==> config.mk <==
export PLATFORM = sky130hd
export DESIGN_NAME = mem_bus_arbiter
export DESIGN_NICKNAME = d
export VERILOG_FILES = /design/src/rtl/mem_bus_arbiter_pkg.sv /design/src/rtl/mem_req_slot.sv /design/src/rtl/mem_bus_arbiter.sv
export SDC_FILE = /design/constraint.sdc
export NUM_CORES = 1
export LEC_CHECK = 0
export ABC_AREA = 1
export BUFFER_PORTS_ARGS = -buffer_cell sky130_fd_sc_hd__buf_4
export CAP_MARGIN = 20
export CORE_ASPECT_RATIO = 0.7
export CORE_MARGIN = 8
export CORE_UTILIZATION = 24
export CTS_CLUSTER_DIAMETER = 200
export CTS_CLUSTER_SIZE = 20
export DETAILED_ROUTE_END_ITERATION = 6
export SKIP_LAST_GASP = 1
export SYNTH_ARGS = -nofsm -noshare
export SYNTH_HDL_FRONTEND = slang
export SYNTH_HIERARCHICAL = 1
export SYNTH_SLANG_ARGS = --single-unit
==> constraint.sdc <==
create_clock -name clk -period 1.9 [get_ports clk]
set_input_delay 0 -clock clk [delete_from_list [all_inputs] [get_ports clk]]
set_output_delay 0 -clock clk [all_outputs]
set_load 0.01 [all_outputs]
==> src/rtl/mem_bus_arbiter_pkg.sv <==
// Shared definitions for the two-port memory bus arbiter: request kinds, arbiter
// states and port indices.
package mem_bus_arbiter_pkg;

  localparam logic REQ_READ  = 1'b0;
  localparam logic REQ_WRITE = 1'b1;

  localparam logic PORT_CPU = 1'b0;
  localparam logic PORT_AUX = 1'b1;

  typedef enum logic {
    StIdle = 1'b0,
    StWait = 1'b1
  } arb_state_e;

endpackage

==> src/rtl/mem_req_slot.sv <==
// One request slot: latches a pulsed request, flags duplicates while busy and
// counts the cycles the latched request waits before being granted.
module mem_req_slot
  import mem_bus_arbiter_pkg::*;
#(
  parameter int unsigned CNT_W = 8
) (
  input  logic             clk,
  input  logic             rst,
  input  logic             req_i,
  input  logic             type_i,
  input  logic [15:0]      addr_i,
  input  logic [15:0]      data_i,
  input  logic             grant_i,
  input  logic             done_i,
  output logic             pending_o,
  output logic             type_o,
  output logic [15:0]      addr_o,
  output logic [15:0]      data_o,
  output logic             dup_o,
  output logic [CNT_W-1:0] cnt_o
);

  logic             busy_q, busy_d;
  logic             inflight_q, inflight_d;
  logic             type_q, type_d;
  logic [15:0]      addr_q, addr_d;
  logic [15:0]      data_q, data_d;
  logic [CNT_W-1:0] cnt_q, cnt_d;

  always_comb begin
    busy_d     = busy_q;
    inflight_d = inflight_q;
    type_d     = type_q;
    addr_d     = addr_q;
    data_d     = data_q;
    cnt_d      = cnt_q;
    pending_o  = busy_q && !inflight_q;
    // Busy covers the completion cycle too, so a request there is a duplicate.
    dup_o      = req_i && busy_q;

    if (req_i && !busy_q) begin
      busy_d = 1'b1;
      type_d = type_i;
      addr_d = addr_i;
      data_d = data_i;
    end
    if (grant_i) begin
      inflight_d = 1'b1;
    end
    if (done_i) begin
      busy_d     = 1'b0;
      inflight_d = 1'b0;
    end

    if (grant_i) begin
      cnt_d = '0;
    end else if (pending_o && (cnt_q != {CNT_W{1'b1}})) begin
      cnt_d = cnt_q + 1'b1;
    end
  end

  always_ff @(posedge clk or posedge rst) begin
    if (rst) begin
      busy_q     <= 1'b0;
      inflight_q <= 1'b0;
      type_q     <= REQ_READ;
      addr_q     <= '0;
      data_q     <= '0;
      cnt_q      <= '0;
    end else begin
      busy_q     <= busy_d;
      inflight_q <= inflight_d;
      type_q     <= type_d;
      addr_q     <= addr_d;
      data_q     <= data_d;
      cnt_q      <= cnt_d;
    end
  end

  assign type_o = type_q;
  assign addr_o = addr_q;
  assign data_o = data_q;
  assign cnt_o  = cnt_q;

endmodule

==> src/rtl/mem_bus_arbiter.sv <==
// Round-robin arbiter sharing one single-port 16-bit memory bus between the core
// (port 0) and a secondary master (port 1), one transaction at a time.
module mem_bus_arbiter
  import mem_bus_arbiter_pkg::*;
#(
  parameter int unsigned STARVE_LIMIT = 64,
  parameter int unsigned CNT_W        = 8
) (
  input  logic        clk,
  input  logic        reset,
  input  logic        r0_request,
  input  logic        r0_request_type,
  input  logic [15:0] r0_request_address,
  input  logic [15:0] r0_data_out,
  output logic [15:0] r0_memory_in,
  output logic        r0_memory_ready,
  output logic        r0_write_complete,
  input  logic        r1_request,
  input  logic        r1_request_type,
  input  logic [15:0] r1_request_address,
  input  logic [15:0] r1_data_out,
  output logic [15:0] r1_memory_in,
  output logic        r1_memory_ready,
  output logic        r1_write_complete,
  output logic        mem_request,
  output logic        mem_request_type,
  output logic [15:0] mem_request_address,
  output logic [15:0] mem_data_out,
  input  logic [15:0] mem_memory_in,
  input  logic        mem_memory_ready,
  input  logic        mem_write_complete,
  output logic        memory_critical,
  output logic        protocol_error
);

  localparam logic [CNT_W-1:0] Limit = CNT_W'(STARVE_LIMIT);

  logic [1:0]       pend, s_type, grant, done, dup;
  logic [15:0]      s_addr [2];
  logic [15:0]      s_data [2];
  logic [CNT_W-1:0] s_cnt  [2];

  arb_state_e  state_q, state_d;
  logic        owner_q, owner_d;
  logic        last_q, last_d;
  logic        mreq_q, mreq_d;
  logic        mtype_q, mtype_d;
  logic [15:0] maddr_q, maddr_d;
  logic [15:0] mdata_q, mdata_d;
  logic [15:0] in0_q, in0_d, in1_q, in1_d;
  logic [1:0]  rdy_q, rdy_d, wc_q, wc_d;
  logic        err_q, err_d;
  logic        crit_q, crit_d;
  logic        pick, finish;

  mem_req_slot #(.CNT_W(CNT_W)) u_slot_cpu (
    .clk      (clk),
    .rst      (reset),
    .req_i    (r0_request),
    .type_i   (r0_request_type),
    .addr_i   (r0_request_address),
    .data_i   (r0_data_out),
    .grant_i  (grant[PORT_CPU]),
    .done_i   (done[PORT_CPU]),
    .pending_o(pend[PORT_CPU]),
    .type_o   (s_type[PORT_CPU]),
    .addr_o   (s_addr[PORT_CPU]),
    .data_o   (s_data[PORT_CPU]),
    .dup_o    (dup[PORT_CPU]),
    .cnt_o    (s_cnt[PORT_CPU])
  );

  mem_req_slot #(.CNT_W(CNT_W)) u_slot_aux (
    .clk      (clk),
    .rst      (reset),
    .req_i    (r1_request),
    .type_i   (r1_request_type),
    .addr_i   (r1_request_address),
    .data_i   (r1_data_out),
    .grant_i  (grant[PORT_AUX]),
    .done_i   (done[PORT_AUX]),
    .pending_o(pend[PORT_AUX]),
    .type_o   (s_type[PORT_AUX]),
    .addr_o   (s_addr[PORT_AUX]),
    .data_o   (s_data[PORT_AUX]),
    .dup_o    (dup[PORT_AUX]),
    .cnt_o    (s_cnt[PORT_AUX])
  );

  always_comb begin
    state_d = state_q;
    owner_d = owner_q;
    last_d  = last_q;
    mreq_d  = 1'b0;
    mtype_d = mtype_q;
    maddr_d = maddr_q;
    mdata_d = mdata_q;
    in0_d   = in0_q;
    in1_d   = in1_q;
    rdy_d   = 2'b00;
    wc_d    = 2'b00;
    err_d   = err_q | (|dup);
    crit_d  = (s_cnt[PORT_CPU] >= Limit) || (s_cnt[PORT_AUX] >= Limit);
    grant   = 2'b00;
    done    = 2'b00;
    pick    = 1'b0;
    finish  = 1'b0;

    unique case (state_q)
      StIdle: begin
        if (mem_memory_ready || mem_write_complete) begin
          err_d = 1'b1;
        end
        if (|pend) begin
          // On a tie the port that did not win last time goes first.
          pick        = (&pend) ? ~last_q : pend[PORT_AUX];
          grant[pick] = 1'b1;
          owner_d     = pick;
          last_d      = pick;
          mreq_d      = 1'b1;
          mtype_d     = s_type[pick];
          maddr_d     = s_addr[pick];
          mdata_d     = s_data[pick];
          state_d     = StWait;
        end
      end
      StWait: begin
        if (mtype_q == REQ_READ) begin
          if (mem_write_complete) begin
            err_d = 1'b1;
          end
          if (mem_memory_ready) begin
            finish         = 1'b1;
            rdy_d[owner_q] = 1'b1;
            if (owner_q == PORT_AUX) begin
              in1_d = mem_memory_in;
            end else begin
              in0_d = mem_memory_in;
            end
          end
        end else begin
          if (mem_memory_ready) begin
            err_d = 1'b1;
          end
          if (mem_write_complete) begin
            finish        = 1'b1;
            wc_d[owner_q] = 1'b1;
          end
        end
        if (finish) begin
          done[owner_q] = 1'b1;
          state_d       = StIdle;
          mtype_d       = REQ_READ;
          maddr_d       = '0;
          mdata_d       = '0;
        end
      end
      default: state_d = StIdle;
    endcase
  end

  always_ff @(posedge clk or posedge reset) begin
    if (reset) begin
      state_q <= StIdle;
      owner_q <= PORT_CPU;
      last_q  <= PORT_AUX;
      mreq_q  <= 1'b0;
      mtype_q <= REQ_READ;
      maddr_q <= '0;
      mdata_q <= '0;
      in0_q   <= '0;
      in1_q   <= '0;
      rdy_q   <= 2'b00;
      wc_q    <= 2'b00;
      err_q   <= 1'b0;
      crit_q  <= 1'b0;
    end else begin
      state_q <= state_d;
      owner_q <= owner_d;
      last_q  <= last_d;
      mreq_q  <= mreq_d;
      mtype_q <= mtype_d;
      maddr_q <= maddr_d;
      mdata_q <= mdata_d;
      in0_q   <= in0_d;
      in1_q   <= in1_d;
      rdy_q   <= rdy_d;
      wc_q    <= wc_d;
      err_q   <= err_d;
      crit_q  <= crit_d;
    end
  end

  assign r0_memory_in        = in0_q;
  assign r0_memory_ready     = rdy_q[PORT_CPU];
  assign r0_write_complete   = wc_q[PORT_CPU];
  assign r1_memory_in        = in1_q;
  assign r1_memory_ready     = rdy_q[PORT_AUX];
  assign r1_write_complete   = wc_q[PORT_AUX];
  assign mem_request         = mreq_q;
  assign mem_request_type    = mtype_q;
  assign mem_request_address = maddr_q;
  assign mem_data_out        = mdata_q;
  assign memory_critical     = crit_q;
  assign protocol_error      = err_q;

endmodule

==> results of run 1 <==
kinds of logic after synthesis:
| group | after synthesis | share of synthesized area (%) |
|---|---|---|
| adders and majority gates | 2 | 0.351 |
| AOI/OAI and AO/OA | 133 | 12.1 |
| DFF | 161 | 56.5 |
| buffers and inverters | 74 | 6.28 |
| and+or+nand+nor | 215 | 14.4 |
| muxes | 66 | 10.4 |
per-stage QoR:
step | setup WS, ns | utilization (%)
2_1_floorplan | 0.100 | -
3_3_place_gp | 0.234 | 30.0
3_5_place_dp | 0.193 | 30.0
4_1_cts | 0.137 | 35.0
5_1_grt | 0.0424 | 35.0
6_report | 0.120 | 35.0
worst paths after layout:
path / start / end / slack, ns / depth (start not counted)
setup / recovery: state_q / protocol_error / 0.12 / 4
hold / removal: reset / mem_request_address[7] / 0.14 / 3
setup reg to reg: state_q / protocol_error / 0.12 / 4
hold reg to reg: last_q / last_q / 0.49 / 2
max in group asynchronous: reset / u_slot_cpu/data_o[6] / 1.00 / 4
min in group clk: r0_request / u_slot_cpu/busy_q / 0.14 / 4
placed cells by master, fill, tap and decap left out, types with 3 or more instances in the layout:
master         synthesis  final
nand4_1                4      4
o21ai_2               46     46
nand3_1               27     27
a21oi_1               33     33
o21bai_1               4      4
mux2_2                56     56
bufinv_16              0      3
o21ai_1                6      6
nand2_1              132    132
buf_4                  4    170
nor2_4                 6      7
nor2_1                22     22
o21ai_0               41     41
inv_1                 39     36
dlygate4sd3_1          0     87
clkinv_2               2      6
a21oi_2                3      3
dfrtp_1              160    160
inv_2                  6      8
mux2_1                10     10
nor3_1                 3      3
clkbuf_1               0      3
nand2_4                4      4
clkinvlp_4             0      3
nand2_2               10     10
clkbuf_16              0     17
buf_12                 2      5
layout make-up:
| class | count | area [µm²] | share of cell area (%) |
|---|---|---|---|
| clock buffers | 21 | 450 | 4.43 |
| clock inverters | 10 | 134 | 1.32 |
| inverters | 47 | 183 | 1.80 |
| multi-input cells | 416 | 2660 | 26.1 |
| flip-flops and latches | 161 | 4030 | 39.6 |
| well taps | 378 | 473 | 4.65 |
| repair buffers | 262 | 2250 | 22.1 |
power groups by stage:
| stage | combinational, mW | sequential, mW | clock (mW) |
|---|---|---|---|
| finish | 3.75 | 4.79 | 3.46 |
| global route | 4.17 | 4.89 | 3.73 |
| CTS | 3.84 | 4.79 | 3.58 |
| detailed placement | 3.69 | 4.84 | 0 |
| global placement | 3.61 | 4.83 | 0 |
| floorplan | 2.31 | 4.87 | 0 |
registers in the layout, indices dropped and copies added, names as in the netlist, 2 cells and up:
signal	count
mem_data_out	16
u_slot_aux/cnt_o	8
mem_request_address	16
u_slot_cpu/cnt_o	8
u_slot_cpu/data_o	16
rdy_q	2
u_slot_aux/data_o	16
u_slot_cpu/addr_o	16
r1_memory_in	16
u_slot_aux/addr_o	16
wc_q	2
r0_memory_in	16
critical path: cells and delay by family (launching register included):
kind	cells	cell delay [ns]
flip-flops	1	0.70
AO/OA/AOI/OAI	1	0.18
buffers and inverters	2	0.69
AND/OR/NAND/NOR	1	0.09
layer usage:
layer  up-vias  global-route usage, %
li1       2679                      -
met1      2684                   16.6
met2       136                   18.3
met3        12                   3.48
met4         2                   2.43
met5         -                      0
==> impl_results.md, run 1 <==
- Outcome: complete, no violations
- Placed Area: 0.00872 mm²
- Placer Congestion: a little over 0.8
- Global-route wire length before repair: 33.8 mm
- Share of cells above drive strength 1: 37.8%
- Max_cap viols: 0
- Tmin final: ~1.8 ns
- Internal cell power: slightly above 8 mW
- Yosys top cell by area: dfrtp_1
- Worst-Skew Late Latency: 0.42 ns
- Hold slack: 0.135 ns
- Die area: around 0.036 mm²
- Synth async-reset ratio: 100%
- Count of warnings emitted by yosys: 6
- Initial antenna violation count: 1
- Power share of the combinational group: 31.3%
- Syn Nets: 741
- Post-CTS sizing: 0
- IO Pins: 160
- Clock sinks: 161
- Number of global-route vias before repair: 5,844
- DRT Pass-1 Iters: 4
- Final Hold Vio Count: 0
- Unrepaired setup endpoints after global routing: no
- Starting DRT DRC Count: 304
- Worst EP required: 2.20 ns
- Mapped Avg Cell Area: 11.0 µm²
- Slowest-stage cell, CP: dfrtp_1
- Crit path capture type: flop
- FP Rows: 52
- Seq/Total Area, Yosys: 56.5%
- Max-slew headroom: 52.1%
- Worst min path class: in2async
- Net Sw Frac: around a third
- WL met3: 1.03 mm
- Lkg Pwr: 4.87 nW
- Top Metal Used: met5
- Core area: 0.0291 mm²
- Flop pwr share: approximately 40%
- CP Cell Sequence: inv_2, o21ai_0, nand3_1, dlygate4sd3_1
- Psw: 3.90 mW
- Die H: 160 µm
- DR vias: 5,513
- Final Cycle Share: 93.7%
- Post-DP HPWL: 14.4 mm
- Dpl cells: 1,177
- Pwr Total: 12.0 mW
- Synth area leaders: dfrtp_1, mux2_2, nand2_1
- H-tree depth: 4
- Startpoint Class: flop
- Setup repair bufs after CTS: 0
- WL met1: 10.3 mm
- Largest net degree at the start of global routing: 50
- Area delta synth->final: 42.7%
- Non-Filler Instances: 1,295
- Post-route setup TNS: 0 ns
- Design Area, Final: approximately 0.010 mm²
- I/O Buffers: 159
- Residual DRC: 0
- Post-synthesis register bit count: around 160
- Setup violations, final: 0
- Pwr dens: 1180 mW/mm²
- Post-synth EDFFs: 0
- Commonest cells post-synth: dfrtp_1, nand2_1, mux2_2, o21ai_2, o21ai_0
- Critical path class: reg2reg
- Worst-path clk slew: around 0.060 ns
- Post-route ant nets: 0
- Grt total ovfl: 0
- Worst-margin pin slew: around 0.72 ns
- Fillers: about 2,900
- Max Fanout on Critical Path: 7
- Peak supply drop: 540 µV
- Cells after synthesis: 651
- Synthesized area: between 0.007 and 0.008 mm²
- Top FF cell, synth: dfrtp_1
- Max incr delay on CP: 0.70 ns
- Diode count: 0
- Die Width: 222 µm
- Clk_skew: 0.0139 ns
- CTS Hold Bufs: just under 90
- Total wire length: 20.9 mm
- Final Slew Violations: 0
- Met2 wire len: 9.40 mm
- Longest Clk Path Bufs: 2
- Top-area cell type share of the netlist area: 56.1%
- Via-per-instance ratio: 4.26
- Total GRT Usage: between 10% and 20%
- Clock root cell: clkbuf_16
- Initial core utilization: about 25%
- Total Nets Final: 995
- CTS tree: built
- Critical Path AT: 2.08 ns
- CTS Buf Count: 17
- Distinct cells, synth: 31
- Drt wl/cell: 16.1 µm
- Count leader, synth: dfrtp_1
- Clock share of power: ~29%
- Fmax: around 560 MHz
(Power assumes the default switching activity.)
==> inputs of run 2 (changes only) <==
Settings changed: CORE_MARGIN 8 to unset, SYNTH_HIERARCHICAL 1 to unset.
==> impl_results.md, run 2 <==
- Via-per-instance ratio: 4.12 (-3.2%)
- CTS Buf Count: 17 (unchanged)
- Worst EP required: 2.21 ns (about the same)
- Clock sinks: 161 (unchanged)
- Clock root cell: clkbuf_16
- Grt total ovfl: 0 (unchanged)
- Share of cells above drive strength 1: 21.2% (-17 points)
- Worst-margin pin slew: 0.537 ns (-0.179 ns)
- Critical Path AT: 1.91 ns (-0.17 ns)
- Peak supply drop: 592 µV (+9.6%)
- Die H: 143 µm (-11%)
- Drt wl/cell: 13.4 µm (-17%)
- Psw: 4.05 mW (+3.8%)
- Largest net degree at the start of global routing: 72 (+44%)
- Mapped Avg Cell Area: 8.50 µm² (-22%)
- Starting DRT DRC Count: 275 (-9.5%)
- Post-route setup TNS: 0 ns (unchanged)
- Clk_skew: 0.00953 ns (-0.00433 ns)
- Final Cycle Share: 84.0% (-9.7 points)
- Cells after synthesis: 806 (+24%)
- Top-area cell type share of the netlist area: 58.5% (+2.3 points)
- Power share of the combinational group: 31.0% (-0.3 points)
- Die area: 0.0292 mm² (-18%)
- Syn Nets: 896 (+21%)
- Synth area leaders: dfrtp_1, nand2_1, inv_1
- Critical path startpoint: last_q
- Synth async-reset ratio: 100% (unchanged)
- Max-slew headroom: 64.1% (+12 points)
- Placer Congestion: 0.793 (-2.7%)
- Longest Clk Path Bufs: 2 (unchanged)
- Worst flop-to-flop path endpoint: u_slot_cpu.cnt_o[0]
- Initial antenna violation count: 2 (+1)
- Pwr dens: 1180 mW/mm² (+0.35%)
- Dpl cells: 1,317 (+12%)
- Reg2Reg Launch Point: last_q
- Unrepaired setup endpoints after global routing: no
- Seq/Total Area, Yosys: 58.9% (+2.3 points)
- Internal cell power: 7.73 mW (-4.5%)
- Outcome: complete, no violations
- Fmax: 627 MHz (+12%)
- Final Slew Violations: 0 (unchanged)
- Post-layout util: 35.6% (+0.64 points)
- Post-synth EDFFs: 0 (unchanged)
- Post-DP HPWL: 12.9 mm (-11%)
- Pwr Total: 11.8 mW (-1.8%)
- Final Hold Vio Count: 0 (unchanged)
- Lkg Pwr: 5.13 nW (+5.5%)
- Synthesized area: 0.00685 mm² (-4.0%)
- Setup violations, final: 0 (unchanged)
- Non-Filler Instances: 1,438 (+11%)
- Initial core utilization: 24.5% (about the same)
- Top FF cell, synth: dfrtp_1
- Startpoint Class: flop
- Commonest non-fill, non-tap cell in the layout: buf_4
- Total Nets Final: 1,141 (+15%)
- Area delta synth->final: 45.4%
- Critical path class: reg2reg
- I/O Buffers: 159 (unchanged)
- Final setup margin: 0.304 ns (+0.184 ns)
- Total GRT Usage: 13.7% (+1.7 points)
- Design Area, Final: 0.00996 mm² (-2.1%)
- Yosys top cell by area: dfrtp_1
- Post-synthesis register bit count: 161 (unchanged)
- Post-CTS sizing: 0 (unchanged)
- Flop pwr share: 40.9% (+1.0 points)
- Clock share of power: 28.1% (-0.7 points)
- Worst-path clk slew: 0.07 ns (about the same)
- Residual DRC: 0 (unchanged)
- Core area: 0.0279 mm² (-3.9%)
- Global-route wire length before repair: 30.8 mm (-8.7%)
- FP Rows: 51 (-1.9%)
- Max Fanout on Critical Path: 13 (+6)
- Hold slack: 0.134 ns (-0.00172 ns)
- Placed Area: 0.00852 mm² (-2.3%)
- Distinct cells, synth: 26 (-16%)
- FF-to-FF setup slack: 0.30 ns (+0.18 ns)
- Number of global-route vias before repair: 5,835 (-0.15%)
- DRT Pass-1 Iters: 4 (unchanged)
- Most frequent cells in the layout: buf_4, dfrtp_1, nand2_1
- Max_cap viols: 0 (unchanged)
- DR vias: 5,924 (+7.5%)
- Setup crit end: u_slot_cpu.cnt_o[0]
- Crit path capture type: flop
- Total wire length: 19.3 mm (-7.6%)
- IO Pins: 160 (unchanged)
- Commonest cells post-synth: dfrtp_1, nand2_1, inv_1, nor2_1, a21oi_1
- Tmin final: 1.60 ns (-0.184 ns)
- Pre-CTS setup slack: 0.276 ns (+0.0825 ns)
- Worst-Skew Late Latency: 0.43 ns (about the same)
- Count leader, synth: dfrtp_1
- Count of warnings emitted by yosys: 0 (-6)
- Worst min path class: in2reg
- Net Sw Frac: 34.4% (+1.9 points)
- Die Width: 204 µm (-8.2%)
- Post-route ant nets: 0 (unchanged)
- R2r worst-path depth: 6 (+2)
- CTS tree: built
- H-tree depth: 4 (unchanged)
## run 2: cell types whose count changed in the layout (fill, tap and decap cells not counted), moves of 10 or more
cell     change
nand2_1     +16
inv_1      +106
o21ai_1     +15
mux2_1      -10
a21oi_1     +41
mux2_2      -56
nor2_1      +62
o21ai_2     -46
nand3_1     +29
## run 2: worst min path at each step
stage	from	to	slack [ns]	cells past startpoint
2_1_floorplan	r1_request	protocol_error	0.14	2
3_3_place_gp	reset	mem_data_out[2]	0.19	3
3_5_place_dp	reset	mem_data_out[2]	0.20	3
4_1_cts	r1_request	u_slot_aux.data_o[13]	0.14	4
5_1_grt	r1_request	u_slot_aux.addr_o[0]	0.18	3
6_report	r1_request	u_slot_aux.data_o[13]	0.13	4
## run 2: layout make-up
type                            instances  area [µm²]
Timing Repair Buffer                  260        2230
Clock buffer                           20         467
Tap cell                              371         464
Antenna cell                            3        7.51
Fill cell                            2881       18000
Multi-Input combinational cell        462        2100
Clock inverter                         12         101
Sequential cell                       161        4030
Inverter                              149         563
## run 2: power by group through the flow
stage,sequential [mW],clock [mW],combinational (mW)
final,4.81,3.32,3.65
after global routing,4.93,3.57,4.11
after CTS,4.81,3.42,3.71
after detailed placement,4.86,0,3.57
after global placement,4.85,0,3.49
after floorplan,4.98,0,1.78
## run 2: logic make-up (layout without fill, tap and decap cells)
family | count (synthesis) | after routing | share of synthesized area (%)
AOI/OAI and AO/OA | 146 | 146 | 10.8
xor gates and xnor gates | 3 | 3 | 0.384
adders and majority gates | 2 | 2 | 0.365
buffers and inverters | 183 | 441 | 10.7
DFF | 161 | 161 | 58.9
other | 0 | 3 | 0
and+or+nand+nor | 311 | 311 | 18.9
## run 2: per-layer routing
| layer | track usage, % | part of all wire [%] | vias up |
|---|---|---|---|
| met4 | 3.13 | 0.71 | 0 |
| li1 | - | - | 2987 |
| met2 | 21.3 | 45 | 130 |
| met3 | 3.58 | 4.4 | 14 |
| met5 | 0 | 0 | - |
| met1 | 18.9 | 50 | 2793 |
## run 2: timing repair
| item | in CTS | in global routing |
|---|---|---|
| endpoints found under the setup margin | 0 | 0 |
| hold buffers | 86 | 0 |
| endpoints found under the hold margin | 263 | 0 |
| buffers inserted | 0 | 0 |
## run 2: worst max-delay path, cell delays in order (launching register included)
cell      delay (ns)
dfstp_2         0.53
nand3_1         0.13
nand2_4         0.19
buf_4           0.23
nand2_2         0.19
nand3b_1        0.15
nand2_1         0.06
==> inputs of run 3 (changes only) <==
Settings changed: ABC_AREA 1 to 0.
Clock period 1.9 ns to 1.5 ns, I/O delays scaled along.
==> impl_results.md, run 3 <==
- Outcome: finished, violations left
- Failing checks: setup timing
- Design Area, Final: 0.0107 mm² (+7.3%)
- Distinct cells, synth: 47 (+81%)
- Count leader, synth: dfrtp_1
- Final Hold Vio Count: 0 (unchanged)
- Max Fanout on Critical Path: 6 (-7)
- Mux contribution to synthesized area: 20.2% (+20 points)
- Worst flop-to-flop path endpoint: mem_data_out[8]
- Core area: 0.0270 mm² (-3.5%)
- Critical path class: reg2reg
- Total Nets Final: 908 (-20%)
- CTS tree: built
- Internal cell power: 11.6 mW (+50%)
- Final Slew Violations: 0 (unchanged)
- Pwr dens: 1560 mW/mm² (+32%)
- Final setup margin: -0.00298 ns (-0.307 ns)
- Via-per-instance ratio: 4.33 (+5.1%)
- Peak supply drop: 639 µV (+8.0%)
- Worst-Skew Late Latency: 0.43 ns (about the same)
- Critical Path AT: 1.82 ns (-0.09 ns)
- Max-slew headroom: 72.1% (+8.0 points)
- FP Rows: 50 (-2.0%)
- Startpoint Class: flop
- Clock root cell: clkbuf_16
- Largest net degree at the start of global routing: 52 (-28%)
- Commonest non-fill, non-tap cell in the layout: buf_4
- Die Width: 201 µm (-1.4%)
- Yosys top cell by area: dfrtp_1
- DRT Pass-1 Iters: 4 (unchanged)
- Total GRT Usage: 13.8% (+0.19 points)
- Largest family of logic cells by synthesized area: multiplexers
- Placer Congestion: 0.785 (-1.1%)
- Pwr Total: 16.7 mW (+42%)
- Syn Nets: 593 (-34%)
- Global-route wire length before repair: 30.0 mm (-2.7%)
- Most frequent cells in the layout: buf_4, dfrtp_1, dlygate4sd3_1
- Final Cycle Share: 100% (+16 points)
- Die area: 0.0284 mm² (-2.8%)
- Total wire length: 20.0 mm (+3.8%)
- Diode count: 0 (-3)
- Number of global-route vias before repair: 5,320 (-8.8%)
- Synth Area in Simple Gates: 8.50% (-10 points)
- FF-to-FF setup slack: -0.003 ns (-0.31 ns)
- Adder-Cell Fraction of Synth Area: 0.376% (+0.011 points)
- Initial core utilization: 24.7% (+0.17 points)
- Post-DP HPWL: 11.7 mm (-9.2%)
- Synthesized area: 0.00665 mm² (-2.9%)
- Worst-path clk slew: 0.07 ns (about the same)
- Fmax: 665 MHz (+6.2%)
- Mapped Avg Cell Area: 13.2 µm² (+56%)
- I/O Buffers: 159 (unchanged)
- Share of cells above drive strength 1: 45.9% (+25 points)
- Power share of the combinational group: 36.1% (+5.1 points)
- Count of warnings emitted by yosys: 0 (unchanged)
- H-tree depth: 4 (unchanged)
- Synth area leaders: dfrtp_1, mux2_2, mux2i_1
- Cells after synthesis: 503 (-38%)
- Post-Synth XOR/XNOR Area: 0.395% (+0.011 points)
- Complex-gate fraction of the synthesized area: 7.39% (-3.4 points)
- Clock share of power: 26.2% (-1.9 points)
- Residual DRC: 0 (unchanged)
- Pre-CTS setup slack: -0.0510 ns (-0.327 ns)
- Crit path capture type: flop
- Psw: 5.12 mW (+26%)
- Die H: 141 µm (-1.4%)
- Initial antenna violation count: 0 (-2)
- Reg2Reg Launch Point: last_q
- Tmin final: 1.50 ns (-0.0929 ns)
- Lkg Pwr: 5.12 nW (-0.24%)
- Starting DRT DRC Count: 217 (-21%)
- Commonest cells post-synth: dfrtp_1, mux2_2, nand2_1, mux2i_1, o2bb2ai_1
- Flop pwr share: 37.7% (-3.2 points)
- Setup violations, final: 1 (+1)
- Post-route ant nets: 0 (unchanged)
- IO Pins: 160 (unchanged)
- Grt total ovfl: 0 (unchanged)
- R2r worst-path depth: 6 (unchanged)
- Longest Clk Path Bufs: 2 (unchanged)
- Unrepaired setup endpoints after global routing: yes
- Top FF cell, synth: dfrtp_1
- Synth async-reset ratio: 100% (unchanged)
- Post-synthesis register bit count: 161 (unchanged)
- Area delta synth->final: 60.7%
- Worst min path class: in2async
- Post-synth EDFFs: 0 (unchanged)
- DR vias: 5,169 (-13%)
- Top-area cell type share of the netlist area: 60.2% (+1.7 points)
- CTS Buf Count: 17 (unchanged)
- Max_cap viols: 0 (unchanged)
- Worst EP required: 1.81 ns (-0.40 ns)
- Placed Area: 0.00872 mm² (+2.3%)
- Clock sinks: 161 (unchanged)
- Seq/Total Area, Yosys: 60.6% (+1.7 points)
- Clk_skew: 0.0104 ns (+0.000892 ns)
- Drt wl/cell: 16.7 µm (+25%)
- Worst-margin pin slew: 0.417 ns (-0.120 ns)
- Net Sw Frac: 30.7% (-3.7 points)
[run 3: changes by cell type in the layout (fill, tap and decap cells not counted), sizes merged, moves of 49 or more]
| cell | previous run | this run |
|---|---|---|
| a21oi | 74 | 3 |
| buf | 174 | 231 |
| inv | 151 | 4 |
| mux2 | 0 | 82 |
| nand2 | 156 | 62 |
| nand3 | 56 | 7 |
| nor2 | 87 | 22 |
| o21ai | 70 | 9 |
[run 3: final cells by class]
class                      count  area [µm²]
multi-input combinational    311        2630
tap                          364         455
inverter                       6        26.3
timing repair buffer         321        2960
sequential                   161        4040
clock buffer                  22         474
clock inverter                 9         108
fill                        2565       16300
[run 3: routing by layer]
metal	wire length [µm]	up-vias	GRT usage, %	share of wire (%)
met3	849	17	3.51	4.2
met2	8940	123	21.0	45
met1	9960	2605	19.5	50
li1	-	2424	-	-
met4	240	0	3.74	1.2
met5	0	-	0	0
[run 3: logic make-up after synthesis]
group,count (synthesis)
adders and majority gates,2
AOI/OAI and AO/OA,60
buffers and inverters,31
and+or+nand+nor,122
muxes,124
xor gates and xnor gates,3
DFF,161
[run 3: repair_timing]
| item | CTS | global route |
|---|---|---|
| hold buffers | 87 | 0 |
| resized for setup | 18 | 26 |
| gates cloned | 5 | 4 |
| hold endpoints to repair | 264 | 0 |
| pin swaps | 2 | 29 |
| setup buffers | 15 | 10 |
| endpoints found under the setup margin | 33 | 67 |
[run 3: worst max-delay path: stages, from the launching register on]
cell and delay [ns]:
dfstp_2 0.54, inv_2 0.05, o21ai_4 0.20, buf_6 0.16
buf_16 0.14, mux2i_2 0.21, o2bb2ai_1 0.09
[run 3: per-stage QoR]
stage          util, %  setup TNS [ns]  hold WS [ns]  std cells
6_report          39.6        -0.00298         0.140       1194
2_1_floorplan        -          -87.11         0.105        503
3_5_place_dp      32.3          -0.613        0.0249       1046
5_1_grt           39.6           -1.42         0.150       1194
3_3_place_gp      32.3        -0.00250        0.0288       1046
4_1_cts           38.8          -0.624         0.126       1183
[run 3: worst max path at each step]
stage	start	end	depth (start not counted)
2_1_floorplan	reset	mem_data_out[0]	1
3_3_place_gp	last_q	mem_data_out[1]	5
3_5_place_dp	last_q	mem_data_out[3]	5
4_1_cts	u_slot_cpu.busy_q	mem_request_address[13]	8
5_1_grt	last_q	mem_data_out[3]	6
6_report	last_q	mem_data_out[8]	6
[run 3: power by group through the flow]
stage	logic, mW	registers (mW)	clock network [mW]
finish	6.02	6.30	4.37
detailed placement	4.89	6.34	0
global route	6.44	6.45	4.68
CTS	5.70	6.27	4.52
floorplan	2.44	6.42	0
global placement	4.76	6.35	0
